<file path="src/rtl/exp_series_sequencer.sv">
// exp_series_sequencer: computes e^x (IEEE-754 binary32) as a truncated Taylor
// series by time-sharing one external add/multiply operator port.
// Each iteration k does term *= x, then term *= 1/k (for k >= 2), then sum += term.
// Optional build macro EXP_SEQ_EARLY_EXIT_EN: stop as soon as the last added
// term can no longer change the running sum.
module exp_series_sequencer #(
  parameter int NUM_TERMS = 4
) (
  input  logic        clock,
  input  logic        reset,
  input  logic        s_x_tvalid,
  output logic        s_x_tready,
  input  logic [31:0] s_x_tdata,
  output logic        m_result_tvalid,
  input  logic        m_result_tready,
  output logic [31:0] m_result_tdata,
  output logic        op_tvalid,
  input  logic        op_tready,
  output logic        op_sel,
  output logic [31:0] op_a_tdata,
  output logic [31:0] op_b_tdata,
  input  logic        op_result_tvalid,
  input  logic [31:0] op_result_tdata,
  output logic        busy
);

  typedef enum logic [2:0] {
    IDLE      = 3'd0,
    MUL_X     = 3'd1,
    MUL_RECIP = 3'd2,
    ADD       = 3'd3,
    WAIT      = 3'd4,
    DONE      = 3'd5
  } state_t;

  localparam logic [2:0]  K_LAST = 3'(NUM_TERMS - 1);
  localparam logic [31:0] FP_ONE = 32'h3F800000;

  // Reciprocal ROM: 1/k in binary32, correctly rounded.
  function automatic logic [31:0] recip(input logic [2:0] k);
    case (k)
      3'd2:    recip = 32'h3F000000;
      3'd3:    recip = 32'h3EAAAAAB;
      3'd4:    recip = 32'h3E800000;
      3'd5:    recip = 32'h3E4CCCCD;
      3'd6:    recip = 32'h3E2AAAAB;
      3'd7:    recip = 32'h3E124925;
      default: recip = FP_ONE;
    endcase
  endfunction

  state_t      state_r, state_s;
  state_t      ret_r, ret_s;
  logic [31:0] x_r, x_s;
  logic [31:0] term_r, term_s;
  logic [31:0] sum_r, sum_s;
  logic [2:0]  k_r, k_s;
  logic        op_tvalid_r, op_tvalid_s;
  logic        op_sel_r, op_sel_s;
  logic [31:0] op_a_r, op_a_s;
  logic [31:0] op_b_r, op_b_s;
  logic        s_x_tready_r, s_x_tready_s;
  logic        m_tvalid_r, m_tvalid_s;
  logic [31:0] m_tdata_r, m_tdata_s;
  logic        busy_r, busy_s;
  logic        early_exit_s;

`ifdef EXP_SEQ_EARLY_EXIT_EN
  // Term is zero/denormal or more than 24 binades below the new sum.
  assign early_exit_s = (term_r[30:23] == 8'd0) ||
                        (({1'b0, term_r[30:23]} + 9'd24) < {1'b0, op_result_tdata[30:23]});
`else
  assign early_exit_s = 1'b0;
`endif

  assign s_x_tready      = s_x_tready_r;
  assign m_result_tvalid = m_tvalid_r;
  assign m_result_tdata  = m_tdata_r;
  assign op_tvalid       = op_tvalid_r;
  assign op_sel          = op_sel_r;
  assign op_a_tdata      = op_a_r;
  assign op_b_tdata      = op_b_r;
  assign busy            = busy_r;

  // Next-state and next-output logic; every output is registered in the block below.
  always_comb begin
    state_s      = state_r;
    ret_s        = ret_r;
    x_s          = x_r;
    term_s       = term_r;
    sum_s        = sum_r;
    k_s          = k_r;
    op_tvalid_s  = op_tvalid_r;
    op_sel_s     = op_sel_r;
    op_a_s       = op_a_r;
    op_b_s       = op_b_r;
    s_x_tready_s = 1'b0;
    m_tvalid_s   = m_tvalid_r;
    m_tdata_s    = m_tdata_r;
    busy_s       = busy_r;
    case (state_r)
      IDLE: begin
        if (s_x_tvalid && s_x_tready_r) begin
          x_s     = s_x_tdata;
          term_s  = FP_ONE;
          sum_s   = FP_ONE;
          k_s     = 3'd1;
          busy_s  = 1'b1;
          state_s = MUL_X;
        end else begin
          s_x_tready_s = 1'b1;
        end
      end
      MUL_X: begin
        if (!op_tvalid_r) begin
          op_tvalid_s = 1'b1;
          op_sel_s    = 1'b1;
          op_a_s      = term_r;
          op_b_s      = x_r;
        end else if (op_tready) begin
          op_tvalid_s = 1'b0;
          ret_s       = MUL_X;
          state_s     = WAIT;
        end else begin
          op_tvalid_s = 1'b1;
        end
      end
      MUL_RECIP: begin
        if (!op_tvalid_r) begin
          op_tvalid_s = 1'b1;
          op_sel_s    = 1'b1;
          op_a_s      = term_r;
          op_b_s      = recip(k_r);
        end else if (op_tready) begin
          op_tvalid_s = 1'b0;
          ret_s       = MUL_RECIP;
          state_s     = WAIT;
        end else begin
          op_tvalid_s = 1'b1;
        end
      end
      ADD: begin
        if (!op_tvalid_r) begin
          op_tvalid_s = 1'b1;
          op_sel_s    = 1'b0;
          op_a_s      = sum_r;
          op_b_s      = term_r;
        end else if (op_tready) begin
          op_tvalid_s = 1'b0;
          ret_s       = ADD;
          state_s     = WAIT;
        end else begin
          op_tvalid_s = 1'b1;
        end
      end
      WAIT: begin
        if (op_result_tvalid) begin
          case (ret_r)
            MUL_X: begin
              term_s  = op_result_tdata;
              state_s = (k_r >= 3'd2) ? MUL_RECIP : ADD;
            end
            MUL_RECIP: begin
              term_s  = op_result_tdata;
              state_s = ADD;
            end
            ADD: begin
              sum_s = op_result_tdata;
              if ((k_r == K_LAST) || early_exit_s) begin
                m_tvalid_s = 1'b1;
                m_tdata_s  = op_result_tdata;
                state_s    = DONE;
              end else begin
                k_s     = k_r + 3'd1;
                state_s = MUL_X;
              end
            end
            default: begin
              state_s = IDLE;
            end
          endcase
        end else begin
          state_s = WAIT;
        end
      end
      DONE: begin
        if (m_tvalid_r && m_result_tready) begin
          m_tvalid_s   = 1'b0;
          busy_s       = 1'b0;
          s_x_tready_s = 1'b1;
          state_s      = IDLE;
        end else begin
          state_s = DONE;
        end
      end
      default: begin
        op_tvalid_s = 1'b0;
        m_tvalid_s  = 1'b0;
        busy_s      = 1'b0;
        state_s     = IDLE;
      end
    endcase
  end

  // State and output registers with synchronous reset.
  always_ff @(posedge clock) begin
    if (reset) begin
      state_r      <= IDLE;
      ret_r        <= IDLE;
      x_r          <= 32'h00000000;
      term_r       <= FP_ONE;
      sum_r        <= FP_ONE;
      k_r          <= 3'd1;
      op_tvalid_r  <= 1'b0;
      op_sel_r     <= 1'b0;
      op_a_r       <= 32'h00000000;
      op_b_r       <= 32'h00000000;
      s_x_tready_r <= 1'b0;
      m_tvalid_r   <= 1'b0;
      m_tdata_r    <= 32'h00000000;
      busy_r       <= 1'b0;
    end else begin
      state_r      <= state_s;
      ret_r        <= ret_s;
      x_r          <= x_s;
      term_r       <= term_s;
      sum_r        <= sum_s;
      k_r          <= k_s;
      op_tvalid_r  <= op_tvalid_s;
      op_sel_r     <= op_sel_s;
      op_a_r       <= op_a_s;
      op_b_r       <= op_b_s;
      s_x_tready_r <= s_x_tready_s;
      m_tvalid_r   <= m_tvalid_s;
      m_tdata_r    <= m_tdata_s;
      busy_r       <= busy_s;
    end
  end

endmodule

</file>
<file path="config.mk">
export PLATFORM = sky130hd
export DESIGN_NAME = exp_series_sequencer
export DESIGN_NICKNAME = d
export VERILOG_FILES = /design/src/rtl/exp_series_sequencer.sv
export SDC_FILE = /design/constraint.sdc
export NUM_CORES = 1
export LEC_CHECK = 0
export ABC_CLOCK_PERIOD_IN_PS = 1900
export CAP_MARGIN = 20
export CORE_MARGIN = 1.5
export CORE_UTILIZATION = 35
export CTS_CLUSTER_DIAMETER = 50
export CTS_CLUSTER_SIZE = 24
export DETAILED_ROUTE_END_ITERATION = 16
export GPL_TIMING_DRIVEN = 0
export PLACE_DENSITY = 0.67
export RECOVER_POWER = 50
export SKIP_CTS_REPAIR_TIMING = 1
export SYNTH_ARGS = -nofsm -noshare
export SYNTH_HDL_FRONTEND = slang
export SYNTH_SLANG_ARGS = --single-unit
</file>
<file path="constraint.sdc">
create_clock -name clock -period 1.9 [get_ports clock]
set_input_delay 0.475 -clock clock [delete_from_list [all_inputs] [get_ports clock]]
set_output_delay 0.475 -clock clock [all_outputs]
set_load 0.1 [all_outputs]
</file>
==> impl_metrics.ini <==
[logic_synthesis]
synthCells = 1006
synth_area_leaders = dfxtp_1 (50%), nand2_1 (10%), a21oi_1 (7.0%), a311oi_1 (4.6%), nand3_1 (4.0%)
synth_flop_cell = dfxtp_1
synth.cell_area_um2 = 8240
ys_warn_count = 0
synth_seq_cells = 205
synth-edff-count = 0
seq_area_frac_synth = 0.498
synth_nets = 1086
syn_avg_cell_area_um2 = 8.19
synth_area_leader_cell = dfxtp_1
ys_types = 47
postSynth.asyncResetShare = 0
netlist.area_leader.share = 0.498

[drt]
wl_per_cell_um = 19.4
postRouteAntennaNets = 0
dr_total_vias = 8220
first_iter_violations = 828
firstDrtPassIters = 5
drcViolationCount = 0
wl_mm = 29.8
via_per_inst = 5.35

[hold_path]
min_path_cells = 2
hold_class = reg -> reg
hold_start = m_result_tdata[17]
hold_end = m_result_tdata[17]

[floorplan]
fp.dieW_um = 156
die_area_um2 = 24500
start_util = 0.361
num_io_pins = 171
row_count = 55
die_y_um = 156
core_region_area_um2 = 22800

[critical_path]
cp-start-kind = flop
critical_path_class = reg -> reg
worstPathMaxFanout = 6
max_stage_delay_ns = 0.58
end_kind = flop
worst_path_most_repeated_cell = nor3_1
critPathLaunch = k_r[0]
crit_path_top_delay_cell = a2111oi_0
cp.arrival_ns = 2.34
cp_cell_sequence = inv_1, ha_1, mux2i_1, nor3_1, a2111oi_0, nor3_1
rr_worst_depth = 6
required_ns = 2.29
worstReg2RegStart = k_r[0]
rr_endpoint = op_b_tdata[1]
rrSetupSlack_ns = -0.05

[power_and_ir_drop]
power_density_nw_per_um2 = 1120
irDropWorstVdd_mv = 0.596
power_mw = 12.2
leakage_nw = 4.04

[clock_tree]
clk_latency_ns = 0.52
tritoncts = yes
cts_buffers = 23
root_buffer = clkbuf_16
path_clk_slew_ns = 0.08
htree_levels = 1
clock_sinks = 205
clock_path_buffers = 3

[sta]
finClkSkew_ns = 0.0191
relSlewSlack = 0.461
setup_slack_ns = -0.0498
fin_hold_ws_ns = 0.452
post-route-period-util = 1.03
rsz0062_at_grt = true
drv_slew = 0
fmax_mhz = 513
period_needed_ns = 1.95
setup_viol = 1
hold_viol = 0
worstMarginPinSlew_ns = 0.808

[finish]
stdcell_area_um2 = 10900
synthToLayoutAreaGrowth_pct = 31.8
layout-drive-gt1-share = 0.194
nets = 1287
insertedDiodeCount = 0

[status]
violations = negative setup slack
status = finished, violations left

[place]
gp_congestion = 0.941
placedInstanceArea_um2 = 10300
io_buffers = 169
dp_hpwl_mm = 21.8

[global_routing]
antenna_found_initial = 0
grt_pass1_wl_mm = 44.9
grt_max_degree = 22
grt-ovfl-total = 0
first_global_vias = 7717
track_usage = 0.240

[job]
max_cap_viol_count = 0
==> cells in the final DEF, fill, tap and decap left out, types with 4 or more instances in the layout <==
master | Yosys | layout
clkbuf_4 | 0 | 8
o22a_1 | 8 | 8
a311oi_1 | 43 | 43
a22o_1 | 25 | 25
nand2b_1 | 6 | 6
and3_1 | 10 | 10
clkbuf_16 | 0 | 23
nor2_1 | 83 | 80
o21bai_1 | 7 | 7
clkbuf_1 | 56 | 27
nand2_1 | 224 | 224
o21ai_0 | 15 | 14
nand3_1 | 66 | 66
clkdlybuf4s50_1 | 0 | 68
nor2b_1 | 5 | 5
inv_6 | 0 | 6
ha_1 | 10 | 8
o211ai_1 | 7 | 7
a2111oi_1 | 0 | 4
dfxtp_1 | 205 | 200
inv_1 | 6 | 5
nor3_1 | 25 | 24
a21oi_1 | 116 | 115
nand3b_1 | 9 | 9
buf_4 | 0 | 15
clkbuf_2 | 0 | 126
a211oi_1 | 6 | 6
dfxtp_2 | 0 | 5
buf_2 | 30 | 19
==> cells in the mapped netlist, drive strengths merged, types with 2 or more instances <==
master,instances
a2111oi,7
a211oi,6
a21o,2
a21oi,116
a221oi,2
a22o,25
a311oi,43
and3,10
buf,35
clkbuf,56
dfxtp,205
ha,10
inv,6
mux2i,3
nand2,224
nand2b,6
nand3,66
nand3b,9
nor2,84
nor2b,5
nor3,27
nor4,2
o211ai,7
o21ai,15
o21bai,7
o22a,8
o22ai,2
o31ai,2
or2,3
or4,2
==> worst max-delay path by stage <==
stage               depth (start not counted)  slack (ns)               to
finish                                      6       -0.05    op_b_tdata[1]
global route                                6       -0.11   op_b_tdata[21]
CTS                                         1       -0.67  m_result_tvalid
detailed placement                          6       -0.73        term_r[6]
global placement                            6       -0.72          x_r[27]
floorplan                                   6        0.07          x_r[10]
==> where the power goes <==
group | leakage [nW] | internal [mW] | total (mW) | switching, mW
registers | 1.66 | 4.55 | 4.74 | 0.191
logic | 2.01 | 0.610 | 2.94 | 2.33
clock network | 0.373 | 2.40 | 4.54 | 2.14
total | 4.04 | 7.55 | 12.2 | 4.66
==> final cells by class <==
class | instances | area, um2
clock buffer | 24 | 579
multi-input combinational | 703 | 3810
sequential | 205 | 4110
clock inverter | 17 | 199
fill | 2312 | 12000
timing repair inverter | 1 | 5.00
tap | 313 | 392
timing repair buffer | 178 | 1270
buffer | 88 | 464
inverter | 7 | 32.5
==> layer usage <==
layer | GRT usage | routed length, um
met1 | 0.336 | 13100
met3 | 0.0379 | 2730
met5 | 0 | 0
met2 | 0.378 | 13300
met4 | 0.0735 | 695
==> through the flow <==
step | instances | TNS (ns) | setup slack, ns | util
floorplan | 1006 | 0 | 0.0737 | -
global placement | 1488 | -83.25 | -0.718 | 0.452
detailed placement | 1488 | -85.18 | -0.734 | 0.452
CTS | 1529 | -101.56 | -0.666 | 0.486
global route | 1536 | -1.40 | -0.111 | 0.475
finish | 1536 | -0.0498 | -0.0498 | 0.475
==> kinds of logic after synthesis <==
group / after synthesis / synth area share
multiplexers: 3 / 0.00364
AO/OA/AOI/OAI: 246 / 0.199
buffers and inverters: 98 / 0.0501
adder cells (fa/ha/maj): 10 / 0.0152
AND/OR/NAND/NOR: 444 / 0.234
flip-flops: 205 / 0.498
==> worst max-delay path: cells and delay by family, from the launching register on <==
| kind | cells | cell delay (ns) |
|---|---|---|
| adders and majority gates | 1 | 0.29 |
| DFF | 1 | 0.39 |
| muxes | 1 | 0.22 |
| buffers and inverters | 1 | 0.11 |
| AOI/OAI and AO/OA | 1 | 0.58 |
| and+or+nand+nor | 2 | 0.25 |
==> registers in the layout (all words and copies together) (netlist names), 2 cells and up <==
register / flops
m_result_tdata: 32
term_r: 32
op_b_tdata: 32
state_r: 3
k_r: 3
x_r: 32
ret_r: 2
op_a_tdata: 32
sum_r: 32
Power figures use the tool's default switching activity.
